### config.mk
export PLATFORM = sky130hd
export DESIGN_NAME = image_frame_scheduler_flat
export DESIGN_NICKNAME = d
export VERILOG_FILES = /design/src/rtl/image_frame_scheduler_if.sv /design/src/rtl/image_frame_scheduler.sv /design/src/flat_wrapper.sv
export SDC_FILE = /design/constraint.sdc
export NUM_CORES = 1
export LEC_CHECK = 0
export BUFFER_PORTS_ARGS = -buffer_cell sky130_fd_sc_hd__buf_4
export CAP_MARGIN = 15
export CELL_PAD_IN_SITES_DETAIL_PLACEMENT = 2
export CELL_PAD_IN_SITES_GLOBAL_PLACEMENT = 2
export CORE_MARGIN = 2
export CORE_UTILIZATION = 25
export CTS_BUF_LIST = sky130_fd_sc_hd__clkbuf_8
export CTS_CLUSTER_DIAMETER = 60
export CTS_CLUSTER_SIZE = 10
export DETAILED_ROUTE_END_ITERATION = 8
export HOLD_SLACK_MARGIN = 0.06
export MAX_ROUTING_LAYER = met4
export PLACE_DENSITY_LB_ADDON = 0.12
export SYNTH_ARGS = -nofsm -noshare
export SYNTH_HDL_FRONTEND = slang
export SYNTH_SLANG_ARGS = --single-unit
### constraint.sdc
create_clock -name HCLK -period 3.7 [get_ports HCLK]
set_input_delay 0.37 -clock HCLK [delete_from_list [all_inputs] [get_ports HCLK]]
set_output_delay 0.37 -clock HCLK [all_outputs]
set_load 0.01 [all_outputs]
### src/rtl/image_frame_scheduler_if.sv
// Command and pixel handshake bundle for image_frame_scheduler.
// The master side is the command source / pixel sink; the slave side is the scheduler.
interface image_frame_scheduler_if;
  logic        cmd_valid;
  logic        cmd_ready;
  logic [1:0]  cmd_op;
  logic        cmd_sign;
  logic [7:0]  cmd_value;
  logic [7:0]  cmd_thresh;
  logic        pix_ready;
  logic        pix_valid;
  logic [20:0] pix_addr;
  logic [9:0]  pix_row;
  logic [10:0] pix_col;
  logic        HSYNC;
  logic        line_end;

  modport master (
    output cmd_valid, cmd_op, cmd_sign, cmd_value, cmd_thresh, pix_ready,
    input  cmd_ready, pix_valid, pix_addr, pix_row, pix_col, HSYNC, line_end
  );

  modport slave (
    input  cmd_valid, cmd_op, cmd_sign, cmd_value, cmd_thresh, pix_ready,
    output cmd_ready, pix_valid, pix_addr, pix_row, pix_col, HSYNC, line_end
  );
endinterface

### src/rtl/image_frame_scheduler.sv
// image_frame_scheduler: queues operation commands and, per command, runs one
// bottom-up (BMP order) raster scan of an RGB888 image, emitting per-pixel byte
// addresses, line/frame markers and a frame-stable operation configuration.
module image_frame_scheduler #(
  parameter int WIDTH      = 768,
  parameter int HEIGHT     = 512,
  parameter int HBLANK     = 4,
  parameter int FIFO_DEPTH = 4
) (
  input  logic                   HCLK,
  input  logic                   HRESETn,
  input  logic                   abort,
  image_frame_scheduler_if.slave bus,
  output logic                   frame_start,
  output logic                   frame_done,
  output logic [1:0]             op_mode,
  output logic                   op_sign,
  output logic [7:0]             op_value,
  output logic [7:0]             op_thresh,
  output logic                   busy,
  output logic [15:0]            frame_count
);
  localparam int AW   = $clog2(FIFO_DEPTH);
  localparam int CW   = AW + 1;
  localparam int HB_W = (HBLANK > 1) ? $clog2(HBLANK) : 1;
  localparam logic [10:0]     COL_LAST = 11'(WIDTH - 1);
  localparam logic [9:0]      ROW_LAST = 10'(HEIGHT - 1);
  localparam logic [HB_W-1:0] HB_LAST  = HB_W'((HBLANK > 0) ? HBLANK - 1 : 0);

  typedef struct packed {
    logic [1:0] op;
    logic       sign;
    logic [7:0] value;
    logic [7:0] thresh;
  } cmd_t;

  typedef enum logic [2:0] {S_IDLE, S_LOAD, S_LINE, S_HBLANK, S_DONE} state_t;

  state_t          state_q, state_d;
  logic [9:0]      row_q, row_d;
  logic [10:0]     col_q, col_d;
  logic [HB_W-1:0] hb_q, hb_d;
  logic [15:0]     fc_q, fc_d;
  cmd_t            op_q, op_d;
  cmd_t            mem_q [FIFO_DEPTH];
  cmd_t            mem_d [FIFO_DEPTH];
  logic [AW-1:0]   wr_q, wr_d, rd_q, rd_d;
  logic [CW-1:0]   cnt_q, cnt_d;

  logic  full, empty, push, pop, pix_valid;
  cmd_t  cmd_in, head;
  logic [31:0] lin_idx;

  assign full   = (cnt_q == CW'(FIFO_DEPTH));
  assign empty  = (cnt_q == '0);
  assign push   = bus.cmd_valid && !full;
  assign cmd_in = '{op: bus.cmd_op, sign: bus.cmd_sign, value: bus.cmd_value, thresh: bus.cmd_thresh};
  assign head   = mem_q[rd_q];

  // Command FIFO bookkeeping; a simultaneous push and pop leaves the count unchanged.
  always_comb begin
    mem_d = mem_q;
    wr_d  = wr_q;
    rd_d  = rd_q;
    if (push) begin
      mem_d[wr_q] = cmd_in;
      wr_d        = wr_q + AW'(1);
    end
    if (pop) rd_d = rd_q + AW'(1);
    cnt_d = cnt_q + CW'(push) - CW'(pop);
  end

  // Frame FSM: next state, scan counters, config latch and per-state strobes.
  always_comb begin
    state_d     = state_q;
    row_d       = row_q;
    col_d       = col_q;
    hb_d        = hb_q;
    fc_d        = fc_q;
    op_d        = op_q;
    pop         = 1'b0;
    frame_start = 1'b0;
    frame_done  = 1'b0;
    pix_valid   = 1'b0;
    case (state_q)
      S_IDLE: begin
        // The pop and config latch share the edge that enters LOAD, so the
        // new configuration is already visible while frame_start is high.
        if (!empty) begin
          state_d = S_LOAD;
          pop     = 1'b1;
          op_d    = head;
        end
      end
      S_LOAD: begin
        frame_start = 1'b1;
        row_d       = '0;
        col_d       = '0;
        state_d     = S_LINE;
      end
      S_LINE: begin
        pix_valid = 1'b1;
        if (bus.pix_ready) begin
          if (col_q == COL_LAST) begin
            col_d = '0;
            if (row_q == ROW_LAST) begin
              state_d = S_DONE;
            end else begin
              row_d   = row_q + 10'd1;
              hb_d    = '0;
              state_d = (HBLANK == 0) ? S_LINE : S_HBLANK;
            end
          end else begin
            col_d = col_q + 11'd1;
          end
        end
      end
      S_HBLANK: begin
        if (hb_q == HB_LAST) state_d = S_LINE;
        else                 hb_d    = hb_q + HB_W'(1);
      end
      S_DONE: begin
        frame_done = 1'b1;
        fc_d       = fc_q + 16'd1;
        state_d    = S_IDLE;
      end
      default: state_d = S_IDLE;
    endcase
    // Abort beats everything, including the final pixel accept and DONE.
    if (abort && (state_q != S_IDLE)) begin
      state_d    = S_IDLE;
      row_d      = '0;
      col_d      = '0;
      hb_d       = '0;
      fc_d       = fc_q;
      frame_done = 1'b0;
    end
  end

  // Linear pixel index in bottom-up storage order; address is 3 bytes per pixel.
  always_comb begin
    lin_idx = (32'(ROW_LAST) - 32'(row_q)) * 32'(WIDTH) + 32'(col_q);
  end

  assign bus.cmd_ready = !full;
  assign bus.pix_valid = pix_valid;
  assign bus.HSYNC     = pix_valid;
  assign bus.pix_addr  = pix_valid ? 21'(lin_idx * 32'd3) : '0;
  assign bus.pix_row   = pix_valid ? row_q : '0;
  assign bus.pix_col   = pix_valid ? col_q : '0;
  assign bus.line_end  = pix_valid && (col_q == COL_LAST);
  assign busy          = (state_q != S_IDLE);
  assign frame_count   = fc_q;
  assign op_mode       = op_q.op;
  assign op_sign       = op_q.sign;
  assign op_value      = op_q.value;
  assign op_thresh     = op_q.thresh;

  // State registers; reset also flushes the command queue.
  always_ff @(posedge HCLK or negedge HRESETn) begin
    if (!HRESETn) begin
      state_q <= S_IDLE;
      row_q   <= '0;
      col_q   <= '0;
      hb_q    <= '0;
      fc_q    <= '0;
      op_q    <= '0;
      wr_q    <= '0;
      rd_q    <= '0;
      cnt_q   <= '0;
      for (int i = 0; i < FIFO_DEPTH; i++) mem_q[i] <= '0;
    end else begin
      state_q <= state_d;
      row_q   <= row_d;
      col_q   <= col_d;
      hb_q    <= hb_d;
      fc_q    <= fc_d;
      op_q    <= op_d;
      wr_q    <= wr_d;
      rd_q    <= rd_d;
      cnt_q   <= cnt_d;
      mem_q   <= mem_d;
    end
  end
endmodule

### src/flat_wrapper.sv
// flat-port wrapper written by rule: the top's interface ports become plain ports
module image_frame_scheduler_flat 
#(
  parameter int WIDTH      = 768,
  parameter int HEIGHT     = 512,
  parameter int HBLANK     = 4,
  parameter int FIFO_DEPTH = 4
)
  (HCLK, HRESETn, abort, frame_start, frame_done, op_mode, op_sign, op_value, op_thresh, busy, frame_count, bus_cmd_valid, bus_cmd_op, bus_cmd_sign, bus_cmd_value, bus_cmd_thresh, bus_pix_ready, bus_cmd_ready, bus_pix_valid, bus_pix_addr, bus_pix_row, bus_pix_col, bus_HSYNC, bus_line_end);
  image_frame_scheduler_if bus_i ();
  input  logic HCLK;
  input  logic HRESETn;
  input  logic abort;
  output logic frame_start;
  output logic frame_done;
  output logic [1:0] op_mode;
  output logic op_sign;
  output logic [7:0] op_value;
  output logic [7:0] op_thresh;
  output logic busy;
  output logic [15:0] frame_count;
  input wire logic [$bits(bus_i.cmd_valid)-1:0] bus_cmd_valid;
  input wire logic [$bits(bus_i.cmd_op)-1:0] bus_cmd_op;
  input wire logic [$bits(bus_i.cmd_sign)-1:0] bus_cmd_sign;
  input wire logic [$bits(bus_i.cmd_value)-1:0] bus_cmd_value;
  input wire logic [$bits(bus_i.cmd_thresh)-1:0] bus_cmd_thresh;
  input wire logic [$bits(bus_i.pix_ready)-1:0] bus_pix_ready;
  output wire logic [$bits(bus_i.cmd_ready)-1:0] bus_cmd_ready;
  output wire logic [$bits(bus_i.pix_valid)-1:0] bus_pix_valid;
  output wire logic [$bits(bus_i.pix_addr)-1:0] bus_pix_addr;
  output wire logic [$bits(bus_i.pix_row)-1:0] bus_pix_row;
  output wire logic [$bits(bus_i.pix_col)-1:0] bus_pix_col;
  output wire logic [$bits(bus_i.HSYNC)-1:0] bus_HSYNC;
  output wire logic [$bits(bus_i.line_end)-1:0] bus_line_end;
  assign bus_i.cmd_valid = bus_cmd_valid;
  assign bus_i.cmd_op = bus_cmd_op;
  assign bus_i.cmd_sign = bus_cmd_sign;
  assign bus_i.cmd_value = bus_cmd_value;
  assign bus_i.cmd_thresh = bus_cmd_thresh;
  assign bus_i.pix_ready = bus_pix_ready;
  assign bus_cmd_ready = bus_i.cmd_ready;
  assign bus_pix_valid = bus_i.pix_valid;
  assign bus_pix_addr = bus_i.pix_addr;
  assign bus_pix_row = bus_i.pix_row;
  assign bus_pix_col = bus_i.pix_col;
  assign bus_HSYNC = bus_i.HSYNC;
  assign bus_line_end = bus_i.line_end;
  image_frame_scheduler #(.WIDTH(WIDTH), .HEIGHT(HEIGHT), .HBLANK(HBLANK), .FIFO_DEPTH(FIFO_DEPTH)) u_core (.HCLK(HCLK), .HRESETn(HRESETn), .abort(abort), .bus(bus_i), .frame_start(frame_start), .frame_done(frame_done), .op_mode(op_mode), .op_sign(op_sign), .op_value(op_value), .op_thresh(op_thresh), .busy(busy), .frame_count(frame_count));
endmodule
---- Word level (Yosys, flattened, before mapping) ----
Cells that the tools add are included.
cells by class
  bitwise operators ....................... 4
  multiply operators ...................... 2
  equality and inequality tests ........... 14
  divide/modulo/power cells ............... 0
  reduce and logical (&&, ||, !) cells .... 16
  shift-type cells ........................ 0
  mux-type cells .......................... 37
  magnitude comparators ................... 3
  add/sub/neg operators ................... 10
operators with widths
  cell                                                                     count
  76-bit bitwise mux                                                       1
  19-bit 2-to-1 mux                                                        3
  10-bit 2-to-1 mux                                                        5
  11-bit 2-to-1 mux                                                        4
  19-bit binary-select mux with 2-bit select                               1
  19-bit demux with 2-bit select                                           1
  32-bit by 11-bit adder with 32-bit output                                1
  32-bit by 2-bit multiplier with 21-bit output, second input constant     1
  32-bit by 2-bit multiplier with 24-bit output, second input constant     1
  11-bit one-hot mux with 2 select lines                                   1
  21-bit 2-to-1 mux                                                        1
  10-bit one-hot mux with 2 select lines                                   1
  3-bit 2-to-1 mux                                                         6
  16-bit by 1-bit adder with 16-bit output, second input constant          1
  3-bit one-hot mux with 4 select lines                                    1
  11-bit by 1-bit adder with 11-bit output, second input constant          1
  11-bit by 10-bit equality test with 1-bit output, second input constant  1
  9-bit by 10-bit subtractor with 11-bit output, first input constant      1
  10-bit by 1-bit adder with 10-bit output, second input constant          1
  10-bit by 9-bit equality test with 1-bit output, second input constant   1
  2-bit 2-to-1 mux                                                         5
  3-bit inequality test, second input constant                             3
  3-bit nonzero test                                                       3
  4-bit AND reduction                                                      2
  20 further kinds                                                         39
storage, ports and cells
  RAM bits ................................ 0
  word-level logic and storage cells ...... 114
  bits in registers ....................... 144
  bits in latches ......................... 0
  memories ................................ 0
  output and inout port bits .............. 84
  ROM bits ................................ 0

---- Logic depth before layout (Yosys ltp) ----
Gate-level depths: netlist of the first run.
  depth after elaboration ................. 6
  gate-level depth with buffers ........... 18
  depth with buffers taken out ............ 18

---- Worst setup path before layout of the first run ----
OpenSTA, ideal clock, no wires.
  path kind ............................... reg2out
  from .................................... reg u_core.row_q[0]
  to ...................................... out bus_pix_addr[20]
  data arrival time ....................... 3,700 ps
  required time ........................... 3,330 ps
  slack ................................... -370 ps
  cell stages (with the launch flop) ...... 18
  cells stage by stage .................... dfrtp_1 -> inv_1 -> ha_1 -> fa_1 -> a211oi_2 -> nor2_2 -> nor4_4 -> nand4_1 -> nor3_1 -> nor2_1 -> ha_1 -> nand3_1 -> nor2_1 -> a32o_1 -> a21oi_1 -> o21ai_0 -> xnor2_1 -> nor2_1
between the ends
  cells in the longest elaborated chain, start to end .. 5
RTL lines
  item                                           line                          RTL
  start, declared                                image_frame_scheduler.sv:40   logic [9:0] row_q, row_d;
  start signal, assigned                         image_frame_scheduler.sv:174  row_q <= row_d;
  9-bit by 10-bit subtractor with 11-bit output  image_frame_scheduler.sv:142  lin_idx = (32'(ROW_LAST) - 32'(row_q)) * 32'(WIDTH) + 32'(col_q);
  32-bit by 2-bit multiplier with 24-bit output  image_frame_scheduler.sv:142
  32-bit by 11-bit adder with 32-bit output      image_frame_scheduler.sv:142
  32-bit by 2-bit multiplier with 21-bit output  image_frame_scheduler.sv:148  assign bus.pix_addr = pix_valid ? 21'(lin_idx * 32'd3) : '0;
  21-bit 2-to-1 mux                              image_frame_scheduler.sv:148
  end, declared                                  flat_wrapper.sv:30            output wire logic [$bits(bus_i.pix_addr)-1:0] bus_pix_addr;
Every way passes these cells.

---- Final worst setup path of the first run ----
Ends and elaborated chain as after synthesis.

==> results of run 1 <==
## placed cells by master, fill, tap and decap left out, types with 18 or more instances in the layout
cell	n
buf_6	18
xor2_1	19
ha_1	40
buf_4	194
dfrtp_1	144
nor2_1	73
mux4_2	19
nand3_1	18
nand2_1	36
inv_1	25
mux2_2	98
xnor2_1	31
## power breakdown
part	switching, µW	internal [µW]
sequential	430	2190
combinational	1630	2000
clock	796	521
## how the worst max path moves through the flow
stage / start / endpoint / slack [ns] / cells after the start
2_1_floorplan: u_core.row_q[0]$_DFFE_PN0P_ / bus_pix_addr[20] / -0.20 / 18
3_3_place_gp: u_core.row_q[0]$_DFFE_PN0P_ / bus_pix_addr[18] / -0.32 / 19
3_5_place_dp: u_core.row_q[0]$_DFFE_PN0P_ / bus_pix_addr[18] / -0.46 / 19
4_1_cts: u_core.row_q[1]$_DFFE_PN0P_ / bus_pix_addr[18] / -0.81 / 20
5_1_grt: u_core.row_q[1]$_DFFE_PN0P_ / bus_pix_addr[20] / -1.01 / 19
6_report: u_core.row_q[0]$_DFFE_PN0P_ / bus_pix_addr[20] / -0.77 / 19
## cell families after synthesis
group                    count (synthesis)  share of synthesized area [%]
multiplexers                           118                           18.5
adder cells (fa/ha/maj)                 51                           8.02
XOR/XNOR                                57                           5.99
flip-flops                             144                           43.2
AND/OR/NAND/NOR                        210                           12.4
buffers and inverters                   56                           2.81
AO/OA/AOI/OAI                          111                           9.01
## final cells by class
type,instances,area share (%)
clock buffers,17,2.07
clock inverters,15,1.64
inverters,29,0.962
multi-input cells,547,43.7
flip-flops and latches,144,31.8
well taps,442,4.89
repair buffers,214,14.9
## routing by layer
| metal | part of all wire (%) | vias to the layer above |
|---|---|---|
| met5 | 0 | - |
| met4 | 0.90 | 0 |
| met3 | 3.0 | 22 |
| met2 | 54 | 67 |
| met1 | 42 | 3331 |
| li1 | - | 3072 |
## sequential cells by signal (all words and copies together), names as in the netlist
| signal | cells |
|---|---|
| u_core.hb_q | 2 |
| u_core.op_value | 8 |
| u_core.op_mode | 2 |
| u_core.wr_q | 2 |
| u_core.rd_q | 2 |
| u_core.row_q | 10 |
| u_core.frame_count | 16 |
| u_core.op_thresh | 8 |
| u_core.state_q | 3 |
| u_core.cnt_q | 3 |
| u_core.col_q | 11 |
| u_core.op_sign | 1 |
| u_core.mem_q | 76 |
## through the flow
stage,hold WS [ns],util (%)
2_1_floorplan,0.0744,-
3_3_place_gp,0.459,31.4
3_5_place_dp,0.474,31.4
4_1_cts,0.122,33.9
5_1_grt,0.115,34.6
6_report,0.150,34.6
## critical path: stages, from the launching register on
cell	delay (ns)
dfrtp_1	0.41
inv_2	0.08
ha_4	0.13
fa_2	0.45
ha_4	0.30
a21oi_1	0.09
nor2_1	0.14
buf_4	0.17
nand3_1	0.11
xnor2_2	0.27
buf_4	0.17
ha_4	0.21
nor2_2	0.11
o21bai_1	0.10
a32o_2	0.26
a21oi_4	0.15
o21ai_1	0.10
xnor2_1	0.16
nor2_1	0.06
buf_4	0.16
## repair_timing
action	4_1_cts	5_1_grt
hold buffers	1	0
endpoints found under the hold margin	76	0
resized for setup	53	41
pin swaps	38	26
setup endpoints to repair	10	10
buffers inserted	16	6
==> results.toml, run 1 <==
[worst_setup_path]
reg2reg_from = "u_core.col_q[2]$_DFFE_PN0P_"
cp_max_fo = 4
critical_path_class = "flop to output pin"
crit_arrival_ns = 4.10
startpoint_type = "flop"
r2r_end = "u_core.row_q[9]$_DFFE_PN0P_"
required_ns = 3.33
reg2reg_depth = 8
r2r_slack_ns = 0.74
worstSetupEndpointType = "output pin"

[worst_hold_path]
hold_end = "u_core.mem_q[42]$_DFFE_PN0P_"
hold_start = "bus_cmd_thresh[4]"
min_path_type = "primary input to flop"
min_path_cells = 2

[floorplan]
start_util_pct = 25.5
dieWidth_um = 187
num_io_pins = 108
core_area_um2 = 32700
num_rows = 66
die_y_um = 187
die-area_um2 = 34800

[timing]
finalHoldViolCount = 0
finalCriticalPeriod_ns = 4.47
setup_viol = 10
min_period_over_period_pct = 121
rsz0062_at_grt = "yes"
setup_tns_ns = -5.11
maxSlewViolCount = 0
tightest_slew_ns = 1.08
slew-limit-headroom_pct = 27.9
max_freq_mhz = 224
setup_ws_ns = -0.767
fin_skew_ns = 0.0289

[drt]
wl_per_cell_um = 18.1
drc = 0
routed_via_density = 4.61
dr.pass1.iters = 4
routed_wl_um = 25500
vias = 6492
drt_iter0_drc = 158
drtAntennaViolNets = 0

[global_routing]
met2_usage_pct = 27.4
antenna_found_initial = 0
busiest_layer = "met2"
grtUsageMet3_pct = 3.27
met1_usage_pct = 17.9
overflow = 0
grt_max_degree = 78
first_global_vias = 7551
gr-usage-all-layers_pct = 15.3
grt_pass1_wl_um = 41300

[cells_and_area]
fin_cells = 1408
multi_input_area_um2 = 4940
antennaDiodeCount = 0
syn_to_final_growth_pct = 35.8
final_area_um2 = 11300
final_net_count = 1028
drive_gt1_share_pct = 46.0
ff_latch_area_um2 = 3600
n_fill_cell = 3507

[clocking]
path_clk_slew_ns = 0.12
cts_tree = "built"
cts_buffers = 17
clk_latency_ns = 0.47
clock_path_buffers = 2
cts.sinks = 144
cts_root_buf = "clkbuf_8"
htree_levels = 4

[logic_synthesis]
syn_inst = 747
synth_area_leader_cell = "dfrtp_1"
netlist_top_cells_area = "dfrtp_1 43%, mux2_2 13%, ha_1 7.1%"
yosysWarnings = 0
synth_top_area_share_pct = 43.2
syn-num-nets = 822
ys_ff_latch = 144
netlist_area_um2 = 8330
synth_common_cells = "144 x dfrtp_1, 98 x mux2_2, 81 x nor2_1"
synth_edf_count = 0
synth-seq-area-share_pct = 43.2
async_flop_share_pct = 100
synth.avg_cell_area_um2 = 11.2
yosysMostFrequentCell = "dfrtp_1"
synth_cell_types = 62
ys.flop_type = "dfrtp_1"

[power]
total_power_uw = 7570
leakagePower_uw = 0.00501
power_density_nw_per_um2 = 669
vdd_drop_max_uv = 288

[status]
status = "finished, violations left"
violations = "negative setup slack"

[placed_design]
placed_cells_incl_taps = 1353
port_buffers = 107
dp_slack_ns = -0.458
dpl.hpwl_um = 18400
place.gp.congestion = 0.788
place_area_um2 = 10300

[run]
maxCapViolations = 0
No activity file was read; power rests on OpenSTA's default activity.
==> inputs of run 2 (changes only) <==
==> constraint.sdc (replaced) <==
create_clock -name HCLK -period 5.6 [get_ports HCLK]
set_input_delay 0.56 -clock HCLK [delete_from_list [all_inputs] [get_ports HCLK]]
set_output_delay 0.56 -clock HCLK [all_outputs]
set_load 0.01 [all_outputs]
==> results.toml, run 2 (synthesis results as in run 1) <==
[timing]
finalHoldViolCount = 0
setup_ws_ns = 0.336
setup_tns_ns = 0
maxSlewViolCount = 0
rsz0062_at_grt = "yes"
finalCriticalPeriod_ns = 5.26
fin_skew_ns = 0.0194
setup_viol = 0
min_period_over_period_pct = 94.0
slew-limit-headroom_pct = 27.4
tightest_slew_ns = 1.09
max_freq_mhz = 190
hold_slack_ns = 0.173

[worst_setup_path]
crit_arrival_ns = 4.70
path_cells = "inv_1, ha_1, fa_1, a211oi_4, nor2_2, o31ai_1, nand4_1, nor3_2, nor2_1, ha_1, nor2_1, o21bai_1, a32o_1, a21oi_2, o21ai_0, xnor2_1, nor2_1, buf_4"
cp_num_buf_inv = 2
max_stage_delay_ns = 0.46
r2r_slack_ns = 2.68
path_delay_family = "compound AO/OA/AOI/OAI gates"
critPathSlowestCell = "fa_1"
crit_start = "u_core.row_q[1]$_DFFE_PN0P_"
required_ns = 5.04
reg2reg_depth = 10
worst-path-stages = 18
startpoint_type = "flop"
cpMostUsedCell = "nor2_1"
r2r_end = "u_core.cnt_q[2]$_DFF_PN0_"
cp_max_fo = 6
endpoint = "bus_pix_addr[20]"
critical_path_class = "flop to output pin"
reg2reg_from = "u_core.state_q[0]$_DFFE_PN0P_"
worstSetupEndpointType = "output pin"

[placed_design]
dpl.hpwl_um = 17500
dp_slack_ns = 0.563
place.gp.congestion = 0.777
port_buffers = 107

[clocking]
path_clk_slew_ns = 0.10
postCtsHoldBufs = 0
cts_buffers = 17
cts_tree = "built"
clk_latency_ns = 0.46
htree_levels = 4
cts_root_buf = "clkbuf_8"
clock_path_buffers = 2
cts.sinks = 144

[cells_and_area]
final_common_cell = "dfrtp_1"
final_cell_mix = "143 x dfrtp_1, 115 x buf_4, 98 x mux2_2, 78 x nor2_1, 47 x ha_1"
n_fill_cell = 3574
fin_util_pct = 30.8
syn_to_final_growth_pct = 20.9
regMostFlops = "u_core.mem_q"
final_net_count = 930
multi_input_area_um2 = 4540
largest_register_ffs = 76
ff_latch_area_um2 = 3600
drive_gt1_share_pct = 33.6

[drt]
routed_via_density = 4.73
wl_per_cell_um = 18.4
drc = 0
dr.pass1.iters = 6
drtAntennaViolNets = 0
vias = 6197
drt_iter0_drc = 246
routed_wl_um = 24100

[floorplan]
num_rows = 66
num_io_pins = 108
core_area_um2 = 32700
start_util_pct = 25.5
die-area_um2 = 34800
dieWidth_um = 187
die_y_um = 187

[global_routing]
grt_max_degree = 96
gr-usage-all-layers_pct = 14.7
overflow = 0
first_global_vias = 7061
grt_pass1_wl_um = 39700
antenna_found_initial = 1

[power]
vdd_drop_max_uv = 191
total_power_uw = 4610
leakagePower_uw = 0.00438
power_density_nw_per_um2 = 458

[worst_hold_path]
min_path_type = "primary input to async pin"

[run]
maxCapViolations = 0

[status]
status = "finished, final reports clean"
-- run 2: per-stage QoR --
stage               cell area (µm²)  instances
CTS                           10000       1308
floorplan                      8330        747
detailed placement             9630       1277
global route                  10100       1310
finish                        10100       1310
global placement               9630       1277
-- run 2: what timing repair did --
| item | 4_1_cts | 5_1_grt |
|---|---|---|
| setup buffers | 0 | 1 |
| endpoints found under the setup margin | 1 | 3 |
| gates resized for setup | 1 | 9 |
| pin swaps | 0 | 1 |
-- run 2: worst min-delay path by stage --
stage	cells past startpoint	to	slack [ns]
2_1_floorplan	0	u_core.cnt_q[0]$_DFF_PN0_	0.26
5_1_grt	1	u_core.row_q[9]$_DFFE_PN0P_	0.21
3_5_place_dp	1	u_core.frame_count[15]$_DFFE_PN0P_	0.47
3_3_place_gp	1	u_core.hb_q[0]$_DFFE_PN0P_	0.46
6_report	1	u_core.row_q[9]$_DFFE_PN0P_	0.17
4_1_cts	1	u_core.row_q[8]$_DFFE_PN0P_	0.22
-- run 2: layout make-up --
type	instances	share of cell area [%]
repair buffers	116	8.68
clock buffers	18	2.46
well taps	442	5.49
multi-input cells	547	45.1
diodes	1	0.0248
inverters	29	1.08
clock inverters	13	1.42
flip-flops and latches	144	35.8
-- run 2: per-layer routing --
metal	global-route usage (%)	part of all wire (%)	wire length [µm]
met1	18.4	45	10800
met2	24.7	51	12300
met3	2.88	2.9	691
met4	2.99	0.94	225
met5	-	0	0
-- run 2: report_power, final --
| part | switching [µW] | internal [µW] | leakage (µW) |
|---|---|---|---|
| clock network | 472 | 380 | 0.000194 |
| registers | 299 | 1450 | 0.00179 |
| logic | 947 | 1070 | 0.00240 |
| total | 1720 | 2900 | 0.00438 |
==> inputs of run 3 (changes only) <==
--- a/config.mk
+++ b/config.mk
@@ -9,7 +9,6 @@
 export CAP_MARGIN = 15
 export CELL_PAD_IN_SITES_DETAIL_PLACEMENT = 2
 export CELL_PAD_IN_SITES_GLOBAL_PLACEMENT = 2
-export CORE_MARGIN = 2
 export CORE_UTILIZATION = 25
 export CTS_BUF_LIST = sky130_fd_sc_hd__clkbuf_8
 export CTS_CLUSTER_DIAMETER = 60
==> constraint.sdc (replaced) <==
create_clock -name HCLK -period 5.8 [get_ports HCLK]
set_input_delay 0.58 -clock HCLK [delete_from_list [all_inputs] [get_ports HCLK]]
set_output_delay 0.58 -clock HCLK [all_outputs]
set_load 0.01 [all_outputs]
==> results.toml, run 3 (synthesis results as in run 1) <==
[clocking]
cts_buffers = 17
cts_tree = "built"
clk_latency_ns = 0.46
cts_setup_buffers = 0
htree_levels = 4
path_clk_slew_ns = 0.09
clock_path_buffers = 2
cts.sinks = 144
cts_root_buf = "clkbuf_8"

[power]
total_power_uw = 4410
power_density_nw_per_um2 = 439
leakagePower_uw = 0.00438
vdd_drop_max_uv = 171

[worst_setup_path]
worstSetupEndpointType = "output pin"
critical_path_class = "flop to output pin"
crit_arrival_ns = 4.76
reg2reg_from = "u_core.state_q[0]$_DFFE_PN0P_"
reg2reg_depth = 7
cp_max_fo = 6
r2r_slack_ns = 2.71
r2r_end = "u_core.row_q[9]$_DFFE_PN0P_"
required_ns = 5.22
startpoint_type = "flop"

[worst_hold_path]
min_path_type = "primary input to async pin"

[timing]
maxSlewViolCount = 0
hold_slack_ns = 0.253
finalCriticalPeriod_ns = 5.34
slew-limit-headroom_pct = 32.0
fin_skew_ns = 0.0134
setup_viol = 0
tightest_slew_ns = 1.02
min_period_over_period_pct = 92.1
max_freq_mhz = 187
finalHoldViolCount = 0
setup_tns_ns = 0

[cells_and_area]
final_net_count = 929
fin_cells = 1309
largest_register_ffs = 76
fin_util_pct = 30.7
drive_gt1_share_pct = 32.9
n_fill_cell = 3623
antennaDiodeCount = 0
regMostFlops = "u_core.mem_q"
syn_to_final_growth_pct = 20.5
final_cell_mix = "144 x dfrtp_1, 114 x buf_4, 98 x mux2_2, 80 x nor2_1, 47 x ha_1"
final_common_cell = "dfrtp_1"

[global_routing]
antenna_found_initial = 0
first_global_vias = 6964
overflow = 0
gr-usage-all-layers_pct = 15.2
grt_pass1_wl_um = 38900
grt_max_degree = 101

[placed_design]
place.gp.congestion = 0.741
port_buffers = 107
placed_cells_incl_taps = 1277
dpl.hpwl_um = 17200

[drt]
wl_per_cell_um = 18.0
vias = 6118
routed_wl_um = 23600
dr.pass1.iters = 4
drtAntennaViolNets = 0
routed_via_density = 4.67
drc = 0
drt_iter0_drc = 218

[floorplan]
num_rows = 66
die-area_um2 = 34100
dieWidth_um = 185
start_util_pct = 25.5
core_area_um2 = 32700
num_io_pins = 108
die_y_um = 185

[run]
maxCapViolations = 0

[status]
status = "finished, final reports clean"
-- run 3: changes by cell type in the layout (fill, tap and decap cells not counted), sizes merged --
| cell | change |
|---|---|
| buf | -1 |
| clkinv | +2 |
| clkinvlp | -2 |
| inv | +3 |
| bufinv | -1 |
| diode | -1 |
| clkbuf | -1 |
-- run 3: metal layers --
| metal | part of all wire, % | track usage, % | routed length [µm] | vias up |
|---|---|---|---|---|
| li1 | - | - | - | 2874 |
| met1 | 45 | 18.4 | 10500 | 3166 |
| met2 | 51 | 25.7 | 12100 | 61 |
| met3 | 3.0 | 2.87 | 706 | 17 |
| met4 | 1.0 | 3.80 | 244 | 0 |
| met5 | 0 | - | 0 | - |
-- run 3: repair_timing --
action                                  4_1_cts  5_1_grt
hold buffers                                  0        0
resized for setup                             0        3
endpoints found under the setup margin        0        1
-- run 3: power by group --
| part | total (µW) | switching (µW) | internal (µW) |
|---|---|---|---|
| sequential | 1630 | 232 | 1400 |
| combinational | 1980 | 951 | 1020 |
| clock | 803 | 477 | 326 |
-- run 3: cell type report --
| type | count | area [µm²] | area share [%] |
|---|---|---|---|
| well taps | 442 | 553 | 5.51 |
| repair buffers | 115 | 867 | 8.64 |
| inverters | 29 | 109 | 1.08 |
| clock buffers | 17 | 234 | 2.33 |
| clock inverters | 15 | 160 | 1.60 |
| multi-input cells | 547 | 4510 | 45.0 |
| flip-flops and latches | 144 | 3600 | 35.9 |
-- run 3: worst max-delay path, stage by stage, from the launching register on --
cell and delay [ns]:
dfrtp_1 0.44, inv_1 0.12, ha_1 0.26, fa_1 0.46, a211oi_4 0.32, nor2_2 0.11, nor4_4 0.27, nand4_1 0.28
nor2_1 0.21, nand2_1 0.09, xnor2_1 0.24, ha_1 0.30, nand3_1 0.15, nor2_1 0.08, a32o_1 0.23, a21oi_1 0.19
o21ai_0 0.15, xnor2_1 0.18, nor2_1 0.06, buf_4 0.18
-- run 3: how the worst max path moves through the flow --
stage / from / endpoint / slack (ns) / cells past startpoint
final: u_core.row_q[0]$_DFFE_PN0P_ / bus_pix_addr[20] / 0.46 / 19
after global routing: u_core.row_q[0]$_DFFE_PN0P_ / bus_pix_addr[20] / -0.002 / 19
after CTS: u_core.row_q[0]$_DFFE_PN0P_ / bus_pix_addr[20] / 0.23 / 18
after detailed placement: u_core.row_q[0]$_DFFE_PN0P_ / bus_pix_addr[20] / 0.78 / 18
after global placement: u_core.row_q[0]$_DFFE_PN0P_ / bus_pix_addr[20] / 1.03 / 18
after floorplan: u_core.row_q[0]$_DFFE_PN0P_ / bus_pix_addr[20] / 1.52 / 17
-- run 3: per-stage QoR --
step / setup slack (ns) / instance area, µm²
after detailed placement: 0.777 / 9630
after global placement: 1.03 / 9630
after global routing: -0.00186 / 10000
after floorplan: 1.52 / 8330
final: 0.458 / 10000
after CTS: 0.228 / 10000
